[src/rtl/armleocpu_decode_pkg.sv]
// armleocpu_decode_pkg: shared command encodings and RV32 major-opcode
// constants for the decode stage and its neighbours.
// Optional build macro used by this slice: ARMLEOCPU_DECODE_IMM_EN.
package armleocpu_decode_pkg;

    localparam int E2F_CMD_WIDTH = 2;

    typedef enum logic [E2F_CMD_WIDTH-1:0] {
        E2F_CMD_NONE        = 2'd0,
        E2F_CMD_BRANCHTAKEN = 2'd1,
        E2F_CMD_FLUSH       = 2'd2,
        E2F_CMD_BUBBLE_JUMP = 2'd3
    } e2f_cmd_t;

    localparam logic [4:0] OPCODE_LOAD     = 5'b00000;
    localparam logic [4:0] OPCODE_MISC_MEM = 5'b00011;
    localparam logic [4:0] OPCODE_OP_IMM   = 5'b00100;
    localparam logic [4:0] OPCODE_AUIPC    = 5'b00101;
    localparam logic [4:0] OPCODE_STORE    = 5'b01000;
    localparam logic [4:0] OPCODE_OP       = 5'b01100;
    localparam logic [4:0] OPCODE_LUI      = 5'b01101;
    localparam logic [4:0] OPCODE_BRANCH   = 5'b11000;
    localparam logic [4:0] OPCODE_JALR     = 5'b11001;
    localparam logic [4:0] OPCODE_JAL      = 5'b11011;
    localparam logic [4:0] OPCODE_SYSTEM   = 5'b11100;

    // Major opcodes that the core implements; everything else is illegal.
    function automatic logic is_supported_opcode(input logic [4:0] opcode);
        logic supported;
        supported = 1'b0;
        case (opcode)
            OPCODE_LOAD, OPCODE_MISC_MEM, OPCODE_OP_IMM, OPCODE_AUIPC,
            OPCODE_STORE, OPCODE_OP, OPCODE_LUI, OPCODE_BRANCH,
            OPCODE_JALR, OPCODE_JAL, OPCODE_SYSTEM: supported = 1'b1;
            default: supported = 1'b0;
        endcase
        return supported;
    endfunction

endpackage

[src/rtl/armleocpu_decode_if.sv]
// armleocpu_decode_if: fetch->decode, decode->fetch, decode->execute and
// execute->decode signal bundle. The slave modport is the decode stage,
// the master modport is the surrounding pipeline (fetch + execute).
interface armleocpu_decode_if;
    import armleocpu_decode_pkg::*;

    logic        f2d_instr_valid;
    logic [31:0] f2d_instr;
    logic [31:0] f2d_pc;
    logic        f2d_instr_fetch_exception;
    logic [31:0] f2d_instr_fetch_exception_cause;
    logic        f2d_interrupt_pending;

    logic        d2f_ready;
    e2f_cmd_t    d2f_cmd;
    logic [31:0] d2f_jump_target;

    logic        d2e_instr_valid;
    logic [31:0] d2e_instr;
    logic [31:0] d2e_pc;
    logic [4:0]  d2e_rd_addr;
    logic [4:0]  d2e_rs1_addr;
    logic [4:0]  d2e_rs2_addr;
    logic [4:0]  d2e_opcode;
    logic        d2e_illegal_instr;
    logic        d2e_instr_fetch_exception;
    logic [31:0] d2e_instr_fetch_exception_cause;
    logic        d2e_interrupt_pending;
    logic [31:0] d2e_imm;

    logic        e2d_ready;
    e2f_cmd_t    e2d_cmd;
    logic [31:0] e2d_jump_target;

    modport slave (
        input  f2d_instr_valid, f2d_instr, f2d_pc, f2d_instr_fetch_exception,
               f2d_instr_fetch_exception_cause, f2d_interrupt_pending,
               e2d_ready, e2d_cmd, e2d_jump_target,
        output d2f_ready, d2f_cmd, d2f_jump_target,
               d2e_instr_valid, d2e_instr, d2e_pc, d2e_rd_addr, d2e_rs1_addr,
               d2e_rs2_addr, d2e_opcode, d2e_illegal_instr,
               d2e_instr_fetch_exception, d2e_instr_fetch_exception_cause,
               d2e_interrupt_pending, d2e_imm
    );

    modport master (
        output f2d_instr_valid, f2d_instr, f2d_pc, f2d_instr_fetch_exception,
               f2d_instr_fetch_exception_cause, f2d_interrupt_pending,
               e2d_ready, e2d_cmd, e2d_jump_target,
        input  d2f_ready, d2f_cmd, d2f_jump_target,
               d2e_instr_valid, d2e_instr, d2e_pc, d2e_rd_addr, d2e_rs1_addr,
               d2e_rs2_addr, d2e_opcode, d2e_illegal_instr,
               d2e_instr_fetch_exception, d2e_instr_fetch_exception_cause,
               d2e_interrupt_pending, d2e_imm
    );

endinterface

[src/rtl/armleocpu_decode_imm.sv]
// armleocpu_decode_imm: combinational RV32 immediate extractor, selected by
// the major opcode. Only built when ARMLEOCPU_DECODE_IMM_EN is defined.
`ifdef ARMLEOCPU_DECODE_IMM_EN
module armleocpu_decode_imm
    import armleocpu_decode_pkg::*;
(
    input  logic [31:0] instr,
    output logic [31:0] imm
);

    // Pick the I/S/B/U/J format from the opcode, sign-extended from bit 31.
    always_comb begin
        imm = 32'd0;
        case (instr[6:2])
            OPCODE_LOAD, OPCODE_OP_IMM, OPCODE_JALR, OPCODE_SYSTEM:
                imm = {{20{instr[31]}}, instr[31:20]};
            OPCODE_STORE:
                imm = {{20{instr[31]}}, instr[31:25], instr[11:7]};
            OPCODE_BRANCH:
                imm = {{19{instr[31]}}, instr[31], instr[7], instr[30:25], instr[11:8], 1'b0};
            OPCODE_LUI, OPCODE_AUIPC:
                imm = {instr[31:12], 12'd0};
            OPCODE_JAL:
                imm = {{11{instr[31]}}, instr[31], instr[19:12], instr[20], instr[30:21], 1'b0};
            default:
                imm = 32'd0;
        endcase
    end

endmodule
`endif

[src/rtl/armleocpu_decode.sv]
// armleocpu_decode: one-entry pipeline register between fetch and execute.
// Extracts register fields and opcode, flags illegal encodings, forwards
// execute's redirects to fetch and holds fetch off after a trap entry until
// execute's bubble jump releases it.
// Optional build macro: ARMLEOCPU_DECODE_IMM_EN (registered immediate on d2e_imm).
module armleocpu_decode
    import armleocpu_decode_pkg::*;
(
    input  logic             clk,
    input  logic             rst_n,
    armleocpu_decode_if.slave bus
);

    logic        valid_q,     valid_d;
    logic        trap_wait_q, trap_wait_d;
    logic [31:0] instr_q,     instr_d;
    logic [31:0] pc_q,        pc_d;
    logic        exc_q,       exc_d;
    logic [31:0] cause_q,     cause_d;
    logic        irq_q,       irq_d;
    logic        illegal_q,   illegal_d;

    logic f2d_entry;
    logic consume;
    logic ready;
    logic trap_entry;

`ifdef ARMLEOCPU_DECODE_IMM_EN
    logic [31:0] imm_q, imm_d, imm_next;

    armleocpu_decode_imm u_imm (
        .instr (bus.f2d_instr),
        .imm   (imm_next)
    );
`endif

    // Handshake terms, then the prioritised next-state of the entry register.
    always_comb begin
        f2d_entry  = bus.f2d_instr_valid | bus.f2d_instr_fetch_exception | bus.f2d_interrupt_pending;
        trap_entry = bus.f2d_instr_fetch_exception | bus.f2d_interrupt_pending;
        consume    = valid_q & bus.e2d_ready;
        ready      = !trap_wait_q & (!valid_q | bus.e2d_ready);

        valid_d     = valid_q;
        trap_wait_d = trap_wait_q;
        instr_d     = instr_q;
        pc_d        = pc_q;
        exc_d       = exc_q;
        cause_d     = cause_q;
        irq_d       = irq_q;
        illegal_d   = illegal_q;
`ifdef ARMLEOCPU_DECODE_IMM_EN
        imm_d       = imm_q;
`endif

        if (consume && (bus.e2d_cmd != E2F_CMD_NONE)) begin
            // Redirect kills the held entry and anything fetch offers now.
            valid_d = 1'b0;
            if (bus.e2d_cmd == E2F_CMD_BUBBLE_JUMP) begin
                trap_wait_d = 1'b0;
            end
        end else if (ready && f2d_entry) begin
            valid_d     = 1'b1;
            trap_wait_d = trap_entry;
            instr_d     = bus.f2d_instr;
            pc_d        = bus.f2d_pc;
            exc_d       = bus.f2d_instr_fetch_exception;
            cause_d     = bus.f2d_instr_fetch_exception_cause;
            irq_d       = bus.f2d_interrupt_pending;
            illegal_d   = !trap_entry &
                          ((bus.f2d_instr[1:0] != 2'b11) | !is_supported_opcode(bus.f2d_instr[6:2]));
`ifdef ARMLEOCPU_DECODE_IMM_EN
            imm_d       = imm_next;
`endif
        end else if (consume) begin
            valid_d = 1'b0;
        end
    end

    // Entry register with synchronous active-low clear.
    always_ff @(posedge clk) begin
        if (!rst_n) begin
            valid_q     <= 1'b0;
            trap_wait_q <= 1'b0;
            instr_q     <= 32'd0;
            pc_q        <= 32'd0;
            exc_q       <= 1'b0;
            cause_q     <= 32'd0;
            irq_q       <= 1'b0;
            illegal_q   <= 1'b0;
`ifdef ARMLEOCPU_DECODE_IMM_EN
            imm_q       <= 32'd0;
`endif
        end else begin
            valid_q     <= valid_d;
            trap_wait_q <= trap_wait_d;
            instr_q     <= instr_d;
            pc_q        <= pc_d;
            exc_q       <= exc_d;
            cause_q     <= cause_d;
            irq_q       <= irq_d;
            illegal_q   <= illegal_d;
`ifdef ARMLEOCPU_DECODE_IMM_EN
            imm_q       <= imm_d;
`endif
        end
    end

    assign bus.d2f_ready       = ready;
    assign bus.d2f_cmd         = consume ? bus.e2d_cmd : E2F_CMD_NONE;
    assign bus.d2f_jump_target = bus.e2d_jump_target;

    assign bus.d2e_instr_valid                 = valid_q;
    assign bus.d2e_instr                       = instr_q;
    assign bus.d2e_pc                          = pc_q;
    assign bus.d2e_rd_addr                     = instr_q[11:7];
    assign bus.d2e_rs1_addr                    = instr_q[19:15];
    assign bus.d2e_rs2_addr                    = instr_q[24:20];
    assign bus.d2e_opcode                      = instr_q[6:2];
    assign bus.d2e_illegal_instr               = illegal_q;
    assign bus.d2e_instr_fetch_exception       = exc_q;
    assign bus.d2e_instr_fetch_exception_cause = cause_q;
    assign bus.d2e_interrupt_pending           = irq_q;

`ifdef ARMLEOCPU_DECODE_IMM_EN
    assign bus.d2e_imm = imm_q;
`else
    assign bus.d2e_imm = 32'd0;
`endif

endmodule

[src/flat_wrapper.sv]
// flat-port wrapper written by rule: the top's interface ports become plain ports
module armleocpu_decode_flat import armleocpu_decode_pkg::*;
  (clk, rst_n, bus_f2d_instr_valid, bus_f2d_instr, bus_f2d_pc, bus_f2d_instr_fetch_exception, bus_f2d_instr_fetch_exception_cause, bus_f2d_interrupt_pending, bus_e2d_ready, bus_e2d_cmd, bus_e2d_jump_target, bus_d2f_ready, bus_d2f_cmd, bus_d2f_jump_target, bus_d2e_instr_valid, bus_d2e_instr, bus_d2e_pc, bus_d2e_rd_addr, bus_d2e_rs1_addr, bus_d2e_rs2_addr, bus_d2e_opcode, bus_d2e_illegal_instr, bus_d2e_instr_fetch_exception, bus_d2e_instr_fetch_exception_cause, bus_d2e_interrupt_pending, bus_d2e_imm);
  armleocpu_decode_if bus_i ();
  input  logic clk;
  input  logic rst_n;
  input wire logic [$bits(bus_i.f2d_instr_valid)-1:0] bus_f2d_instr_valid;
  input wire logic [$bits(bus_i.f2d_instr)-1:0] bus_f2d_instr;
  input wire logic [$bits(bus_i.f2d_pc)-1:0] bus_f2d_pc;
  input wire logic [$bits(bus_i.f2d_instr_fetch_exception)-1:0] bus_f2d_instr_fetch_exception;
  input wire logic [$bits(bus_i.f2d_instr_fetch_exception_cause)-1:0] bus_f2d_instr_fetch_exception_cause;
  input wire logic [$bits(bus_i.f2d_interrupt_pending)-1:0] bus_f2d_interrupt_pending;
  input wire logic [$bits(bus_i.e2d_ready)-1:0] bus_e2d_ready;
  input wire logic [$bits(bus_i.e2d_cmd)-1:0] bus_e2d_cmd;
  input wire logic [$bits(bus_i.e2d_jump_target)-1:0] bus_e2d_jump_target;
  output wire logic [$bits(bus_i.d2f_ready)-1:0] bus_d2f_ready;
  output wire logic [$bits(bus_i.d2f_cmd)-1:0] bus_d2f_cmd;
  output wire logic [$bits(bus_i.d2f_jump_target)-1:0] bus_d2f_jump_target;
  output wire logic [$bits(bus_i.d2e_instr_valid)-1:0] bus_d2e_instr_valid;
  output wire logic [$bits(bus_i.d2e_instr)-1:0] bus_d2e_instr;
  output wire logic [$bits(bus_i.d2e_pc)-1:0] bus_d2e_pc;
  output wire logic [$bits(bus_i.d2e_rd_addr)-1:0] bus_d2e_rd_addr;
  output wire logic [$bits(bus_i.d2e_rs1_addr)-1:0] bus_d2e_rs1_addr;
  output wire logic [$bits(bus_i.d2e_rs2_addr)-1:0] bus_d2e_rs2_addr;
  output wire logic [$bits(bus_i.d2e_opcode)-1:0] bus_d2e_opcode;
  output wire logic [$bits(bus_i.d2e_illegal_instr)-1:0] bus_d2e_illegal_instr;
  output wire logic [$bits(bus_i.d2e_instr_fetch_exception)-1:0] bus_d2e_instr_fetch_exception;
  output wire logic [$bits(bus_i.d2e_instr_fetch_exception_cause)-1:0] bus_d2e_instr_fetch_exception_cause;
  output wire logic [$bits(bus_i.d2e_interrupt_pending)-1:0] bus_d2e_interrupt_pending;
  output wire logic [$bits(bus_i.d2e_imm)-1:0] bus_d2e_imm;
  assign bus_i.f2d_instr_valid = bus_f2d_instr_valid;
  assign bus_i.f2d_instr = bus_f2d_instr;
  assign bus_i.f2d_pc = bus_f2d_pc;
  assign bus_i.f2d_instr_fetch_exception = bus_f2d_instr_fetch_exception;
  assign bus_i.f2d_instr_fetch_exception_cause = bus_f2d_instr_fetch_exception_cause;
  assign bus_i.f2d_interrupt_pending = bus_f2d_interrupt_pending;
  assign bus_i.e2d_ready = bus_e2d_ready;
  assign bus_i.e2d_cmd = bus_e2d_cmd;
  assign bus_i.e2d_jump_target = bus_e2d_jump_target;
  assign bus_d2f_ready = bus_i.d2f_ready;
  assign bus_d2f_cmd = bus_i.d2f_cmd;
  assign bus_d2f_jump_target = bus_i.d2f_jump_target;
  assign bus_d2e_instr_valid = bus_i.d2e_instr_valid;
  assign bus_d2e_instr = bus_i.d2e_instr;
  assign bus_d2e_pc = bus_i.d2e_pc;
  assign bus_d2e_rd_addr = bus_i.d2e_rd_addr;
  assign bus_d2e_rs1_addr = bus_i.d2e_rs1_addr;
  assign bus_d2e_rs2_addr = bus_i.d2e_rs2_addr;
  assign bus_d2e_opcode = bus_i.d2e_opcode;
  assign bus_d2e_illegal_instr = bus_i.d2e_illegal_instr;
  assign bus_d2e_instr_fetch_exception = bus_i.d2e_instr_fetch_exception;
  assign bus_d2e_instr_fetch_exception_cause = bus_i.d2e_instr_fetch_exception_cause;
  assign bus_d2e_interrupt_pending = bus_i.d2e_interrupt_pending;
  assign bus_d2e_imm = bus_i.d2e_imm;
  armleocpu_decode u_core (.clk(clk), .rst_n(rst_n), .bus(bus_i));
endmodule
[config.mk]
export PLATFORM = sky130hd
export DESIGN_NAME = armleocpu_decode_flat
export DESIGN_NICKNAME = d
export VERILOG_FILES = /design/src/rtl/armleocpu_decode_pkg.sv /design/src/rtl/armleocpu_decode_if.sv /design/src/rtl/armleocpu_decode_imm.sv /design/src/rtl/armleocpu_decode.sv /design/src/flat_wrapper.sv
export SDC_FILE = /design/constraint.sdc
export NUM_CORES = 1
export LEC_CHECK = 0
export CORE_AREA = 4 4 124 126
export CTS_BUF_LIST = sky130_fd_sc_hd__clkbuf_4
export CTS_CLUSTER_SIZE = 40
export DETAILED_ROUTE_END_ITERATION = 8
export DIE_AREA = 0 0 128 130
export PLACE_DENSITY = 0.78
export SYNTH_ARGS = -nofsm -noshare
export SYNTH_HDL_FRONTEND = slang
export SYNTH_SLANG_ARGS = --single-unit
[constraint.sdc]
create_clock -name clk -period 2.1 [get_ports clk]
set_clock_uncertainty 0.2 [all_clocks]
set_input_delay 0.42 -clock clk [delete_from_list [all_inputs] [get_ports clk]]
set_output_delay 0.42 -clock clk [all_outputs]
set_load 0.1 [all_outputs]
==> metrics.md, run 1 <==
| Metric | Value |
|---|---|
| Tot GR Track Use | 0.144 |
| Initial antenna violation count | 1 |
| Multiplexer share of the synthesized area | 0 |
| Largest net degree at the start of global routing | 45 |
| Clock slew at reported path FFs | roughly 0.15 ns |
| Final core occ | 0.535 |
| Die X | roughly 130 um |
| Final WL | ~13 mm |
| Hpwl dp | ~10 mm |
| Combinational family with the most area after synthesis | simple AND/OR/NAND/NOR gates |
| Worst hold path startpoint | rst_n |
| Final worst setup slack | around 0.088 ns |
| H-tree levels | 3 |
| Final hold violations | 0 |
| Critical path's largest stage delay | 0.49 ns |
| Warnings, synthesis | 0 |
| RSZ-0062 raised after global routing | no |
| Initial core utilization | 0.315 |
| Final Non-Filler Cells | approximately 900 |
| Max VDD drop | ~0.38 mV |
| Mapped Area | around 0.0045 mm^2 |
| XOR/XNOR share of the synthesized area | 0 |
| Highest clock rate | about 500 MHz |
| Area Overhead vs Synth | 69.7% |
| Clk_lat worst skew | 0.44 ns |
| DR pass1 iterations | 4 |
| Hold EP | u_core.bus.d2e_instr_valid |
| Antenna Nets Post-Route | 0 |
| CORE AREA | about 0.014 mm^2 |
| Pwr Density | 928 mW/mm^2 |
| Worst reg2reg setup slack | roughly 0.50 ns |
| P_leak | roughly 3.1 nW |
| First-pass GRT wire length | about 19 mm |
| Routed vias | 3,888 |
| Status | complete, no violations |
| Antenna diodes | 0 |
| CP Max Fanout | 2 |
| Met2 WL | roughly 6.3 mm |
| WL met3 | roughly 1.4 mm |
| Num CTS Buffers | 9 |
| Wl on met1 | 4.71 mm |
| Total congestion overflow | 0 |
| Register bit total from synthesis | about 100 |
| Max clock buf depth | 2 |
| Vias in the first global route | ~3,700 |
| Vias per cell | roughly 4.3 |
| Crit path max-delay cell type | clkdlybuf4s50_1 |
| Fin nets | between 800 and 900 |
| Setup Buffers After CTS | 0 |
| Port Buffers | 226 |
| Compound-cell area share of the yosys netlist | 0.178 |
| RD Place Congestion | between 0.7 and 0.8 |
| R2r endpoint | u_core.bus.d2e_instr[4] |
| Die span in y | roughly 130 um |
| Fin crit period | roughly 2.0 ns |
| Setup violators final | 0 |
| Critical path class | in -> out |
| CTS tree | yes |
| Post-Syn Instances | roughly 540 |
| R2R cell count | 6 |
| R2R Path Start | u_core.bus.d2e_instr_valid |
| Layout cells sized above 1 | 0.232 |
| WL/cell | around 14 um |
| Residual DRC | 0 |
| Critical Path AT | 1.39 ns |
| Startpoint Class | primary input |
| Rows | between 40 and 50 |
| Period utilization | 0.958 |
| I/O pins | between 300 and 400 |
| Root buffer cell | clkbuf_4 |
| Critical-path cell list | clkdlybuf4s50_1 > buf_4 > and3_2 > buf_12 |
| HP Class | in -> reg |
| Post-synthesis simple-gate area fraction | 0.190 |
| Post-Synth Adder-Cell Area | 0.00277 |
| Final Max Tran Viols | 0 |
| Share of the yosys chip area belonging to registers | 0.448 |
| # clock sinks | between 100 and 150 |
| DRT iter0 DRCs | roughly 100 |
| Count of cells along the worst hold path | 3 |
| Avg Inst Size Synth | 8.30 um^2 |
| Crit end category | output port |
| Pre-CTS setup slack | -0.265 ns |
| Distinct cells, synth | 27 |
| Total die area | about 0.017 mm^2 |
| WP data required | between 1 and 1.5 ns |
| Placed cell count | about 900 |
| Maxcap violations | 0 |
| Highest Signal Layer | met5 |
## kinds of logic (layout without fill, tap and decap cells)
family | count (synthesis) | count (layout)
and+or+nand+nor | 214 | 214
other | 1 | 32
adders and majority gates | 1 | 1
buffers and inverters | 120 | 265
DFF | 101 | 101
AOI/OAI and AO/OA | 107 | 107
## how the worst max path moves through the flow
stage	endpoint	slack [ns]	start
final	bus_d2f_cmd[1]	0.09	bus_e2d_cmd[1]
after global routing	bus_d2f_ready	0.02	u_core.bus.d2e_instr_valid
after CTS	bus_d2f_cmd[0]	0.03	bus_e2d_ready
after detailed placement	u_core.bus.d2e_illegal_instr	-0.26	bus_f2d_instr[2]
after global placement	u_core.bus.d2e_illegal_instr	-0.18	bus_f2d_instr[2]
after floorplan	u_core.trap_wait_q	0.07	u_core.bus.d2e_instr_valid
## metrics by stage
stage,power [mW],hold slack (ns),setup TNS (ns),area (um^2)
floorplan,5.06,0.303,0,4640
global placement,5.99,0.241,-5.64,7490
detailed placement,6.02,0.247,-8.72,7490
CTS,7.21,0.0599,0,7660
global route,7.40,0.0767,0,7660
finish,7.11,0.114,0,7660
## final cells by class
type | instances | area, um^2
well taps | 184 | 230
clock buffers | 9 | 67.6
repair buffers | 245 | 3420
inverters | 4 | 15.0
multi-input cells | 354 | 1810
clock inverters | 7 | 96.3
fillers | 1270 | 6660
flip-flops and latches | 101 | 2020
## power breakdown
group | switching, mW | internal, mW | total [mW]
Clock | 0.673 | 0.487 | 1.16
Combinational | 2.47 | 1.16 | 3.63
Sequential | 0.205 | 2.11 | 2.32
## sequential cells by signal, summed over array words and instances, names as in the netlist
register / cells
u_core.bus.d2e_interrupt_pending: 1
u_core.bus.d2e_instr_valid: 1
u_core.trap_wait_q: 1
u_core.bus.d2e_instr: 32
u_core.bus.d2e_instr_fetch_exception: 1
u_core.bus.d2e_pc: 32
u_core.bus.d2e_illegal_instr: 1
u_core.bus.d2e_instr_fetch_exception_cause: 32
## Yosys cell counts
| cell | instances | area (um^2) |
|---|---|---|
| conb_1 | 1 | 3.75 |
| inv_1 | 4 | 15.0 |
| nor2_1 | 3 | 11.3 |
| or3_4 | 1 | 11.3 |
| o211ai_1 | 1 | 7.51 |
| o21ai_0 | 1 | 5.00 |
| nand3_1 | 2 | 10.0 |
| a221oi_1 | 1 | 8.76 |
| and3_1 | 2 | 12.5 |
| buf_4 | 86 | 646 |
| and2_1 | 1 | 6.26 |
| a21oi_1 | 2 | 10.0 |
| nand2_1 | 199 | 747 |
| clkbuf_1 | 11 | 41.3 |
| a21boi_1 | 19 | 143 |
| a21boi_0 | 80 | 601 |
| and4_4 | 1 | 11.3 |
| nand2b_1 | 2 | 12.5 |
| nand4_4 | 1 | 21.3 |
| buf_2 | 16 | 80.1 |
| a211o_1 | 1 | 8.76 |
| nor2b_1 | 2 | 12.5 |
| o211ai_2 | 1 | 12.5 |
| dfxtp_1 | 101 | 2020 |
| buf_6 | 3 | 33.8 |
| o221ai_1 | 1 | 8.76 |
| ha_1 | 1 | 12.5 |
## cell usage in the layout, fill, tap and decap left out
| master | n |
|---|---|
| o211ai_2 | 1 |
| dfxtp_1 | 100 |
| nand4_4 | 1 |
| clkdlybuf4s50_1 | 101 |
| a21oi_1 | 2 |
| inv_6 | 2 |
| inv_1 | 4 |
| nand2b_1 | 2 |
| nand3_1 | 2 |
| o21ai_0 | 1 |
| a21boi_0 | 80 |
| clkinvlp_4 | 2 |
| a211o_1 | 1 |
| nor2_4 | 1 |
| ha_1 | 1 |
| dlymetal6s2s_1 | 1 |
| o211ai_1 | 1 |
| and2_1 | 1 |
| clkbuf_4 | 9 |
| conb_1 | 32 |
| buf_4 | 36 |
| a221oi_1 | 1 |
| dfxtp_2 | 1 |
| bufinv_16 | 2 |
| a21boi_1 | 19 |
| o221ai_1 | 1 |
| or3_4 | 1 |
| clkinv_1 | 1 |
| nand2_1 | 199 |
| and4_4 | 1 |
| and3_2 | 2 |
| nor2_1 | 2 |
| nor2b_2 | 1 |
| buf_12 | 106 |
| buf_2 | 1 |
| nor2b_1 | 1 |
## worst max-delay path, delay by kind of cell
family | cells | cell delay [ns]
buf+inv | 3 | 0.77
simple gates | 1 | 0.19
## metal layers
metal,vias to the layer above,track usage
li1,1958,-
met1,1731,0.150
met2,176,0.252
met3,21,0.0729
met4,2,0.0506
met5,-,0
## repair_timing
action / in CTS / in global routing
hold buffers: 0 / 0
gates cloned: 0 / 0
resized for setup: 1 / 1
setup endpoints to repair: 1 / 3
No activity file was read; power rests on OpenSTA's default activity.
==> run 2: changes to the inputs <==
--- a/config.mk
+++ b/config.mk
@@ -5,12 +5,12 @@
 export SDC_FILE = /design/constraint.sdc
 export NUM_CORES = 1
 export LEC_CHECK = 0
-export CORE_AREA = 4 4 124 126
-export CTS_BUF_LIST = sky130_fd_sc_hd__clkbuf_4
+export CORE_AREA = 4 4 122 124
+export CTS_BUF_LIST = sky130_fd_sc_hd__clkbuf_16
 export CTS_CLUSTER_SIZE = 40
 export DETAILED_ROUTE_END_ITERATION = 8
-export DIE_AREA = 0 0 128 130
-export PLACE_DENSITY = 0.78
+export DIE_AREA = 0 0 126 128
+export PLACE_DENSITY = 0.81
 export SYNTH_ARGS = -nofsm -noshare
 export SYNTH_HDL_FRONTEND = slang
 export SYNTH_SLANG_ARGS = --single-unit
==> run 2 against run 1 <==
Against the previous run:
- sequential cell count unchanged
- count of clock-buffer cells in the layout did not move
- routed wire length is 5.0% higher
- critical path depth is 1 lower
- cell count is 0.33% lower
- fmax is 1.6% lower
- total power up 11%
- clock power increased by 63%
- sequential share of layout area fell by 0.67 points
- global-route usage grew 1.4 points
- worst hold slack better by 0.14 ns
- sequential power is essentially flat
- critical path type unchanged
- critical endpoint is now bus_d2f_cmd[0]
- highest routed layer is now met4
==> metrics.md, run 2 (synthesis results as in run 1) <==
| Metric | Value |
|---|---|
| Critical path's largest stage delay | 0.56 ns (+0.07 ns) |
| Largest net degree at the start of global routing | 42 (-6.7%) |
| Total congestion overflow | 0 (unchanged) |
| # clock sinks | 101 (unchanged) |
| CTS tree | yes |
| Residual DRC | 0 (unchanged) |
| Worst reg2reg setup slack | 0.48 ns (-0.02 ns) |
| Highest clock rate | 489 MHz (-1.6%) |
| Design Power | 7.87 mW (+11%) |
| Antenna diodes | 0 (unchanged) |
| Final WL | 13.3 mm (+5.0%) |
| Final Non-Filler Cells | 901 (-0.33%) |
| Most frequent cells in the layout | nand2_1 (199), buf_12 (108), clkdlybuf4s50_1 (102) |
| Worst hold path startpoint | u_core.bus.d2e_pc[3] |
| R2R cell count | 6 (unchanged) |
| Fin nets | 853 (+0.12%) |
| Most common cell after layout, fill and taps aside | nand2_1 |
| Final core occ | 0.571 (+0.0355) |
| P_leak | 3.22 nW (+2.7%) |
| Vias per cell | 4.40 (+2.2%) |
| TNS Setup | 0 ns (unchanged) |
| Fin crit period | 2.04 ns (+0.0322 ns) |
| Hpwl dp | 10.6 mm (+6.3%) |
| R2R Path Start | u_core.bus.d2e_instr_valid |
| RD Place Congestion | 0.752 (+3.2%) |
| WP data required | 1.48 ns (about the same) |
| CP Max Fanout | 5 (+3) |
| Hold_buf cts | 0 (unchanged) |
| Routed vias | 3,962 (+1.9%) |
| H-tree levels | 3 (unchanged) |
| Max VDD drop | 0.525 mV (+38%) |
| Placed cell count | 885 (-0.34%) |
| Critical path class | in -> out |
| Die X | 126 um (-1.6%) |
| Hold EP | u_core.bus.d2e_pc[3] |
| HP Class | reg -> reg |
| Pwr Density | 1000 mW/mm^2 (+7.9%) |
| Crit end category | output port |
| WL/cell | 14.7 um (+5.3%) |
| Final Max Tran Viols | 0 (unchanged) |
| Critical-path cell list | clkdlybuf4s50_1 > and3_2 > buf_12 |
| Initial antenna violation count | 0 (-1) |
| RSZ-0062 raised after global routing | no |
| Die span in y | 128 um (-1.5%) |
| Root buffer cell | clkbuf_16 |
| Num CTS Buffers | 9 (unchanged) |
| R2r endpoint | u_core.bus.d2e_instr[3] |
| Vias in the first global route | 4,037 (+10%) |
| Clk_lat worst skew | 0.35 ns (-0.09 ns) |
| Setup Buffers After CTS | 0 (unchanged) |
| Startpoint Class | primary input |
| Area Overhead vs Synth | 74.1% |
| DRT iter0 DRCs | 147 (+43%) |
| I/O pins | 323 (unchanged) |
| Period utilization | 0.974 (+0.0153) |
| Port Buffers | 226 (unchanged) |
| CORE AREA | 0.0138 mm^2 (-3.8%) |
| Clock slew at reported path FFs | 0.07 ns (-0.08 ns) |
| Max clock buf depth | 2 (unchanged) |
| Tot GR Track Use | 0.158 (+0.0142) |
| Maxcap violations | 0 (unchanged) |
| Status | complete, no violations |
| Antenna Nets Post-Route | 0 (unchanged) |
| Crit path max-delay cell type | clkdlybuf4s50_1 |
| First-pass GRT wire length | 20.3 mm (+7.8%) |
| Count of cells along the worst hold path | 2 (-1) |
| Final hold violations | 0 (unchanged) |
| Layout cells sized above 1 | 0.232 (-0.000322) |
| Total die area | 0.0161 mm^2 (-3.1%) |
| DR pass1 iterations | 4 (unchanged) |
| Critical Path AT | 1.42 ns (+0.03 ns) |
| Setup violators final | 0 (unchanged) |
| Initial core utilization | 0.328 (+0.0124) |
| Rows | 43 (-2.3%) |
-- run 2: cell count changes in the layout (fill, tap and decap cells not counted), sizes merged --
cell	change
buf	+1
bufinv	+1
clkdlybuf4s50	+1
clkinvlp	-1
dlymetal6s2s	-1
-- run 2: layout make-up --
cell class / count / area (um^2)
clock buffers: 9 / 225
clock inverters: 7 / 114
fillers: 1198 / 5910
inverters: 4 / 15.0
multi-input cells: 354 / 1810
flip-flops and latches: 101 / 2020
well taps: 180 / 225
repair buffers: 246 / 3450
-- run 2: metrics by stage --
stage               hold WS (ns)  worst slack, ns  area (um^2)
global route               0.271           0.0215         7860
floorplan                  0.303           0.0674         4640
detailed placement         0.247           -0.205         7520
finish                     0.254           0.0553         7860
global placement           0.241           -0.190         7520
CTS                        0.257           0.0339         7860
-- run 2: timing repair --
action / CTS / global route
endpoints found under the hold margin: 0 / 0
endpoints found under the setup margin: 0 / 1
resized for setup: 0 / 1
-- run 2: worst max-delay path, delay by kind of cell --
kind	cells	cell delay, ns
buffers and inverters	2	0.74
and+or+nand+nor	1	0.26
-- run 2: power breakdown --
| group | total [mW] | leakage, nW | internal, mW | switching [mW] |
|---|---|---|---|---|
| Clock | 1.89 | 0.165 | 1.16 | 0.729 |
| Combinational | 3.65 | 2.22 | 1.18 | 2.47 |
| Sequential | 2.33 | 0.833 | 2.11 | 0.214 |
| Total | 7.87 | 3.22 | 4.45 | 3.41 |
-- run 2: layer usage --
| layer | vias up | track usage | share of wire |
|---|---|---|---|
| li1 | 1959 | - | - |
| met1 | 1785 | 0.154 | 0.35 |
| met5 | - | 0 | 0 |
| met4 | 0 | 0.0839 | 0.036 |
| met3 | 43 | 0.0683 | 0.10 |
| met2 | 175 | 0.284 | 0.52 |
-- run 2: worst max path at each step --
| stage | startpoint | to | slack (ns) | depth (start not counted) |
|---|---|---|---|---|
| detailed placement | bus_f2d_instr[2] | u_core.bus.d2e_illegal_instr | -0.20 | 7 |
| floorplan | u_core.bus.d2e_instr_valid | u_core.trap_wait_q | 0.07 | 4 |
| global placement | bus_f2d_instr[2] | u_core.bus.d2e_illegal_instr | -0.19 | 7 |
| finish | bus_e2d_ready | bus_d2f_cmd[0] | 0.06 | 3 |
| CTS | bus_e2d_ready | bus_d2f_ready | 0.03 | 4 |
| global route | bus_e2d_ready | bus_d2f_cmd[0] | 0.02 | 3 |
==> run 3: changes to the inputs <==
--- a/config.mk
+++ b/config.mk
@@ -10,7 +10,8 @@
 export CTS_CLUSTER_SIZE = 40
 export DETAILED_ROUTE_END_ITERATION = 8
 export DIE_AREA = 0 0 126 128
-export PLACE_DENSITY = 0.81
+export GPL_ROUTABILITY_DRIVEN = 0
+export PLACE_DENSITY_LB_ADDON = 0.1
 export SYNTH_ARGS = -nofsm -noshare
 export SYNTH_HDL_FRONTEND = slang
 export SYNTH_SLANG_ARGS = --single-unit
==> run 3 against run 2 <==
Against the previous run:
- sequential share of layout area is 0.78 points lower
- worst hold slack improved by 0.034 ns
- fmax is 4.0% higher
- count of clock-buffer cells in the layout unchanged
- largest cell class unchanged
- sequential power is essentially flat
- critical path type is now in -> reg
- largest power group unchanged
- register-to-register slack barely moved
- die area unchanged
==> metrics.md, run 3 (synthesis results as in run 1) <==
| Metric | Value |
|---|---|
| H-tree levels | 3 (unchanged) |
| Highest clock rate | 509 MHz (+4.0%) |
| WP data required | 2.12 ns (+0.64 ns) |
| Clk_lat worst skew | 0.34 ns (about the same) |
| CTS tree | yes |
| Critical Path AT | 1.99 ns (+0.57 ns) |
| Max clock buf depth | 2 (unchanged) |
| Die X | 126 um (unchanged) |
| Die span in y | 128 um (unchanged) |
| First-pass GRT wire length | 21.0 mm (+3.6%) |
| Largest net degree at the start of global routing | 37 (-12%) |
| Antenna diodes | 0 (unchanged) |
| Total die area | 0.0161 mm^2 (unchanged) |
| Most frequent cells in the layout | nand2_1 (199), buf_12 (130), clkdlybuf4s50_1 (101) |
| Period utilization | 0.936 (-0.0373) |
| Largest delay contributor family on the critical path | compound AO/OA/AOI/OAI gates |
| CORE AREA | 0.0138 mm^2 (unchanged) |
| Layout cells sized above 1 | 0.231 (-0.000747) |
| Total congestion overflow | 0 (unchanged) |
| M3 GR Usage | 0.0771 (+0.00875) |
| Most common cell after layout, fill and taps aside | nand2_1 |
| Residual DRC | 0 (unchanged) |
| Final Max Tran Viols | 0 (unchanged) |
| WL/cell | 15.0 um (+1.6%) |
| Critical path's largest stage delay | 0.48 ns (-0.08 ns) |
| Rows | 43 (unchanged) |
| DR pass1 iterations | 4 (unchanged) |
| CP Max Fanout | 2 (-3) |
| Placed cell count | 884 (-0.11%) |
| Initial antenna violation count | 0 (unchanged) |
| Setup violators final | 0 (unchanged) |
| P_leak | 3.28 nW (+2.0%) |
| Final WL | 13.5 mm (+1.4%) |
| Startpoint Class | primary input |
| Fin crit period | 1.97 ns (-0.0784 ns) |
| Initial core utilization | 0.328 (unchanged) |
| Critical path class | in -> reg |
| Grt met2 use | 0.274 (-0.00939) |
| Routed vias | 3,954 (-0.20%) |
| Tot GR Track Use | 0.163 (+0.00487) |
| DRT iter0 DRCs | 95 (-35%) |
| Crit end category | flop |
| Vias per cell | 4.40 (about the same) |
| Root buffer cell | clkbuf_16 |
| Hold_buf cts | 0 (unchanged) |
| Met1 usage in global routing | 0.181 (+0.0266) |
| Area Overhead vs Synth | 79.5% |
| HP Class | reg -> reg |
| Clock slew at reported path FFs | 0.07 ns (about the same) |
| # clock sinks | 101 (unchanged) |
| Port Buffers | 226 (unchanged) |
| RSZ-0062 raised after global routing | no |
| Final Non-Filler Cells | 899 (-0.22%) |
| Crit path max-delay cell type | clkdlybuf4s50_1 |
| TNS Setup | 0 ns (unchanged) |
| Antenna Nets Post-Route | 0 (unchanged) |
| Maxcap violations | 0 (unchanged) |
| Fin nets | 852 (-0.12%) |
| Critical-path cell list | clkdlybuf4s50_1 > inv_1 > ha_1 > nor2b_1 > a211o_1 > a221oi_1 > o21ai_0 |
| GR peak layer | met2 |
| Hpwl dp | 10.6 mm (+0.46%) |
| Final hold violations | 0 (unchanged) |
| Pwr Density | 971 mW/mm^2 (-3.0%) |
| Num CTS Buffers | 9 (unchanged) |
| Vias in the first global route | 3,981 (-1.4%) |
| Design Power | 7.87 mW (about the same) |
| Status | complete, no violations |
| I/O pins | 323 (unchanged) |
| CP Buf/Inv Count | 2 (unchanged) |
| Max VDD drop | 0.555 mV (+5.8%) |
-- run 3: changes by cell type in the layout (fill, tap and decap cells not counted) --
cell             previous run  this run
buf_4                      35        12
buf_12                    108       130
bufinv_16                   3         2
clkdlybuf4s50_1           102       101
clkinv_1                    1         0
clkinv_4                    0         1
dlymetal6s2s_1              0         1
-- run 3: layout make-up --
| cell class | instances | area, um^2 |
|---|---|---|
| Inverter | 4 | 15.0 |
| Sequential cell | 101 | 2020 |
| Multi-Input combinational cell | 354 | 1810 |
| Clock buffer | 9 | 225 |
| Fill cell | 1177 | 5670 |
| Timing Repair Buffer | 245 | 3720 |
| Tap cell | 180 | 225 |
| Clock inverter | 6 | 88.8 |
-- run 3: through the flow --
step	hold slack, ns	instance area [um^2]	worst slack (ns)	utilization
final	0.289	8100	0.134	0.588
after global routing	0.300	8100	0.0119	0.588
after CTS	0.292	8100	0.00999	0.588
after detailed placement	0.282	7780	-0.248	0.565
after global placement	0.279	7780	-0.194	0.565
after floorplan	0.303	4640	0.0674	-
-- run 3: worst reg2reg max path, stage by stage, from the launching register on --
cell and delay (ns):
dfxtp_2 0.40, o211ai_2 0.13, buf_4 0.17, nand4_4 0.16, buf_12 0.22, nand2_1 0.09
a21boi_0 0.19
-- run 3: final timing paths --
path | cells past startpoint | startpoint | end | slack, ns
max | 7 | bus_f2d_instr[2] | u_core.bus.d2e_illegal_instr | 0.13
min | 2 | u_core.bus.d2e_pc[10] | u_core.bus.d2e_pc[10] | 0.29
max reg2reg | 6 | u_core.bus.d2e_instr_valid | u_core.bus.d2e_instr_fetch_exception_cause[15] | 0.47
min reg2reg | 2 | u_core.bus.d2e_pc[10] | u_core.bus.d2e_pc[10] | 0.29
-- run 3: power by group --
part           leakage [nW]  switching [mW]  internal (mW)
Combinational          2.30            2.48           1.29
Sequential            0.833           0.234           2.11
Clock                 0.153           0.724           1.04
Total                  3.28            3.43           4.44
-- run 3: repair_timing --
item,4_1_cts,5_1_grt
gates resized for setup,0,2
setup endpoints to repair,0,1
setup buffers,0,0
-- run 3: per-layer routing --
| metal | wire, um | vias up |
|---|---|---|
| li1 | - | 1962 |
| met1 | 5300 | 1778 |
| met2 | 6340 | 187 |
| met3 | 1580 | 27 |
| met4 | 236 | 0 |
| met5 | 0 | - |
